$ cat src/rtl/div_seq_32bit.sv
// Sequential 32-bit restoring divider: one quotient bit per cycle, DONE pulse, held Q/R/DZ.
// Define DIV_SIGNED_EN for signed (DIV) operation with a sign-fix state; default build is unsigned (DIVU).

module Comparator_32bit (
  input  logic [31:0] a,
  input  logic [31:0] b,
  output logic        agb,
  output logic        aeb
);
  assign agb = (a > b);
  assign aeb = (a == b);
endmodule

module div_seq_32bit #(
  parameter int DW = 32
) (
  input  logic          CLK,
  input  logic          RST,
  input  logic          START,
  input  logic [DW-1:0] A,
  input  logic [DW-1:0] B,
  output logic          BUSY,
  output logic          DONE,
  output logic [DW-1:0] Q,
  output logic [DW-1:0] R,
  output logic          DZ
);

  if (DW != 32) begin : g_bad_dw
    $error("div_seq_32bit: DW must be 32");
  end

  typedef enum logic [2:0] {
    S_IDLE,
    S_RUN,
`ifdef DIV_SIGNED_EN
    S_SFIX,
`endif
    S_ZERO,
    S_DONE
  } state_t;

  state_t        state, next_state;
  logic [4:0]    cnt;
  logic [DW-1:0] rem, qsh, dvs;
  logic [DW:0]   t;
  logic [DW-1:0] rem_next, qsh_next;
  logic [DW-1:0] a_op, b_op;
  logic          agb, aeb, take;

`ifdef DIV_SIGNED_EN
  logic neg_q, neg_r;
  assign a_op = A[DW-1] ? (~A + 1'b1) : A;
  assign b_op = B[DW-1] ? (~B + 1'b1) : B;
`else
  assign a_op = A;
  assign b_op = B;
`endif

  // Bit 32 of the shifted remainder forces a subtract: T >= 2^32 always exceeds the divisor.
  assign t        = {rem, qsh[DW-1]};
  assign take     = t[DW] | agb | aeb;
  assign rem_next = take ? (t[DW-1:0] - dvs) : t[DW-1:0];
  assign qsh_next = {qsh[DW-2:0], take};

  Comparator_32bit u_cmp (
    .a   (t[DW-1:0]),
    .b   (dvs),
    .agb (agb),
    .aeb (aeb)
  );

  always_ff @(posedge CLK) begin
    if (RST) state <= S_IDLE;
    else     state <= next_state;
  end

  always_comb begin
    next_state = state;
    case (state)
      S_IDLE: if (START) next_state = (B == '0) ? S_ZERO : S_RUN;
      S_RUN:
        if (cnt == 5'd31) begin
`ifdef DIV_SIGNED_EN
          next_state = S_SFIX;
`else
          next_state = S_DONE;
`endif
        end
`ifdef DIV_SIGNED_EN
      S_SFIX: next_state = S_DONE;
`endif
      S_ZERO: next_state = S_DONE;
      S_DONE: next_state = S_IDLE;
      default: next_state = S_IDLE;
    endcase
  end

  always_comb begin
    BUSY = 1'b0;
    DONE = 1'b0;
    case (state)
      S_RUN:  BUSY = 1'b1;
`ifdef DIV_SIGNED_EN
      S_SFIX: BUSY = 1'b1;
`endif
      S_DONE: DONE = 1'b1;
      default: ;
    endcase
  end

  // On a zero divisor qsh keeps the raw dividend so it can be reported as the remainder.
  always_ff @(posedge CLK) begin
    if (RST) begin
      cnt <= '0;
      rem <= '0;
      qsh <= '0;
      dvs <= '0;
      Q   <= '0;
      R   <= '0;
      DZ  <= 1'b0;
`ifdef DIV_SIGNED_EN
      neg_q <= 1'b0;
      neg_r <= 1'b0;
`endif
    end else begin
      case (state)
        S_IDLE:
          if (START) begin
            cnt <= '0;
            rem <= '0;
            dvs <= b_op;
            qsh <= (B == '0) ? A : a_op;
`ifdef DIV_SIGNED_EN
            neg_q <= A[DW-1] ^ B[DW-1];
            neg_r <= A[DW-1];
`endif
          end
        S_RUN: begin
          rem <= rem_next;
          qsh <= qsh_next;
          cnt <= cnt + 5'd1;
`ifndef DIV_SIGNED_EN
          if (cnt == 5'd31) begin
            Q  <= qsh_next;
            R  <= rem_next;
            DZ <= 1'b0;
          end
`endif
        end
`ifdef DIV_SIGNED_EN
        S_SFIX: begin
          Q  <= neg_q ? (~qsh + 1'b1) : qsh;
          R  <= neg_r ? (~rem + 1'b1) : rem;
          DZ <= 1'b0;
        end
`endif
        S_ZERO: begin
          Q  <= '1;
          R  <= qsh;
          DZ <= 1'b1;
        end
        default: ;
      endcase
    end
  end

endmodule
$ cat config.mk
export PLATFORM = sky130hd
export DESIGN_NAME = div_seq_32bit
export DESIGN_NICKNAME = d
export VERILOG_FILES = /design/src/rtl/div_seq_32bit.sv
export SDC_FILE = /design/constraint.sdc
export NUM_CORES = 1
export LEC_CHECK = 0
export ABC_AREA = 1
export CORE_UTILIZATION = 30
export DETAILED_ROUTE_END_ITERATION = 7
export GPL_ROUTABILITY_DRIVEN = 0
export MAX_ROUTING_LAYER = met4
export PLACE_DENSITY = 0.49
export SETUP_SLACK_MARGIN = 0.2
export SLEW_MARGIN = 20
export SYNTH_ARGS = -nofsm -noshare
export SYNTH_HDL_FRONTEND = slang
export SYNTH_SLANG_ARGS = --single-unit
$ cat constraint.sdc
create_clock -name CLK -period 4.1 [get_ports CLK]
set_input_delay 0.82 -clock CLK [delete_from_list [all_inputs] [get_ports CLK]]
set_output_delay 0.82 -clock CLK [all_outputs]
set_load 0.05 [all_outputs]
==> results.yml <==
clock_tree:
  cts_buffers: 17
  postCtsSetupRepairBufs: 0
  cts.repair.resized: 0
  cts.sinks: 168
  postCtsHoldBufs: 0
  cts_root_buf: "clkbuf_16"
  htreeDepth: 4
  clockBufferDepth: 2
  clk_pin_slew_ns: 0.08
  cts_tree: "built"
  insertion_delay_ns: 0.44
placement:
  dpl.hpwl_mm: 24.2
  pre_cts_slack_ns: 1.10
  io_buffers: 133
timing:
  finClkSkew_ns: 0.0169
  rsz0062_at_grt: "false"
  finalSetupTns_ns: 0
  final_hold_viol_count: 0
  postLayoutSetupSlackWorst_ns: 1.22
  worst_pin_slew_ns: 0.983
  setup_violations: 0
  slew_headroom_pct: 34.3
  fin_crit_sh_pct: 70.3
  period_minus_slack_ns: 2.88
  timing.final.max_slew_violations: 0
  hold_ws_ns: 0.464
  max_clock_freq_ghz: 0.347
floorplan:
  num_io_pins: 134
  die_x_um: 183
  initial_core_util_pct: 30.4
  std_cell_rows: 66
  die_y_um: 183
  die-area_um2: 33600
  core_area_um2: 32500
finish:
  drive_above_1_share_pct: 5.19
  syn2layout_area_growth_pct: 22.7
  fin_util_pct: 37.3
  fin_nets: 1771
  fillers: 3542
  diodes: 0
outcome:
  status: "finished clean"
setup_path:
  path_cells: "inv_1 -> ha_1 -> clkdlybuf4s50_1"
  crit_arrival_ns: 2.06
  cp_top_family: "buffers and inverters"
  worstPathRequired_ns: 3.28
  worstSetupPathType: "reg -> out"
  cp-start-kind: "flop"
  cpMaxStageDelayCell: "clkdlybuf4s50_1"
  worstPathMaxFanout: 7
  critPathBufInv: 2
  worst_path_largest_cell_delay_ns: 0.87
  end_kind: "output pin"
drt:
  wl_per_cell_um: 15.4
  wirelength_mm: 32.7
  drtPass1Iterations: 5
  ant_nets: 0
  via_count: 9888
  drcViolationCount: 0
  vias_per_cell: 4.67
  drtIter0Drc: 644
synth:
  ys_seq_area_share_pct: 34.1
  synth_area_um2: 9860
  synth-main-ff-cell: "dfxtp_1"
  synth_cell_types: 35
  syn-num-nets: 1681
  yosysTopAreaCell: "dfxtp_1"
  synth_edf_count: 0
  ys_top_cells_by_count: "nand2_1, inv_1, a21oi_1, dfxtp_1, o21ai_0"
  yosysWarnings: 0
  synth.most_common_cell: "nand2_1"
  syn_inst: 1575
  ys_top_cells_by_area: "dfxtp_1, nand2_1, a21oi_1"
  synth_top_area_share_pct: 34.1
  syn_area_per_cell_um2: 6.26
  synthArstFlopShare_pct: 0
  ys_seq_elements: 168
power_and_ir_drop:
  irDropWorstVdd_mv: 0.362
  finalPower_mw: 6.69
  power_density_nw_per_um2: 553
  leakage_nw: 5.50
worst_hold_path:
  hold_class: "reg -> reg"
grt:
  grt_pass1_vias: 9622
  grt_max_degree: 66
  grtUsageTotal_pct: 20.5
  grt_overflow_total: 0
  grt_pass1_wl_mm: 51.9
  antenna_found_initial: 0
flow_run:
  maxCapViolCount: 0
## where the power goes
group / internal (mW) / switching (mW)
clock network: 0.815 / 0.810
registers: 1.92 / 0.138
logic: 0.869 / 2.14
total: 3.60 / 3.09
## cells by family (layout without fill, tap and decap cells)
family,Yosys count,after routing,synth area share (%)
compound gates,346,346,17.6
xor+xnor,15,15,1.33
fa+ha+maj,39,39,5.03
buf+inv,300,402,12.1
flops,168,168,34.1
simple gates,707,707,29.8
## worst paths after layout
check                           slack [ns]       to  cells after the start      from
worst min register to register        0.46  dvs[26]                      2   dvs[26]
worst max register to register        1.22   qsh[0]                     14   qsh[31]
worst max-delay path                  1.22     BUSY                      3  state[1]
worst min-delay path                  0.46  dvs[26]                      2   dvs[26]
## registers in the layout (all words and copies together) (netlist names)
register and cells:
DZ 1, Q 32, R 32, cnt 5
dvs 32, qsh 32, rem 32, state 2
## worst register-to-register path: stages (launching register included)
cell and delay (ns):
dfxtp_1 0.33, inv_1 0.09, ha_1 0.14, inv_1 0.05
fa_1 0.41, nand2_1 0.08, nand2_1 0.10, nand3_2 0.09
nand2_2 0.10, nand2_2 0.08, nand2_2 0.06, nand2_1 0.09
nand4_4 0.56, o21ai_0 0.47, a21oi_1 0.10
## per-layer routing
layer  global-route usage [%]  part of all wire, %  up-vias
li1                         -                    -     5171
met1                     25.5                   47     4530
met2                     35.0                   49      158
met3                     2.64                  2.8       29
met4                     5.20                  1.5        0
met5                        -                    0        -
## cell type report
cell class,count,area [µm²],share of cell area (%)
repair buffers,147,1450,12.0
inverters,224,841,6.95
clock buffers,17,425,3.52
multi-input cells,1107,5310,43.9
well taps,442,553,4.57
clock inverters,14,153,1.26
flip-flops and latches,168,3360,27.8
## metrics by stage
| stage | area, µm² | instances |
|---|---|---|
| 2_1_floorplan | 9860 | 1575 |
| 3_3_place_gp | 11500 | 2088 |
| 3_5_place_dp | 11500 | 2088 |
| 4_1_cts | 12100 | 2119 |
| 5_1_grt | 12100 | 2119 |
| 6_report | 12100 | 2119 |
## placed cells by master (no fill, tap or decap), types with 2 or more instances in the layout
cell type and n:
clkdlybuf4s50_1 132, clkinv_8 2, nand3_1 87, nand4_1 7, nor2_2 4, o21ai_0 128, dfxtp_1 168, buf_4 14
and2_1 2, nand2_1 512, xnor2_1 6, nand2_2 26, nor3_1 9, inv_1 218, xor2_1 9, clkbuf_16 17
clkinv_1 2, clkinv_4 5, ha_1 37, nor4_1 8, inv_2 4, inv_8 6, a21oi_1 214, nor2_1 45
Note: power is estimated with default switching activity, not from simulation.
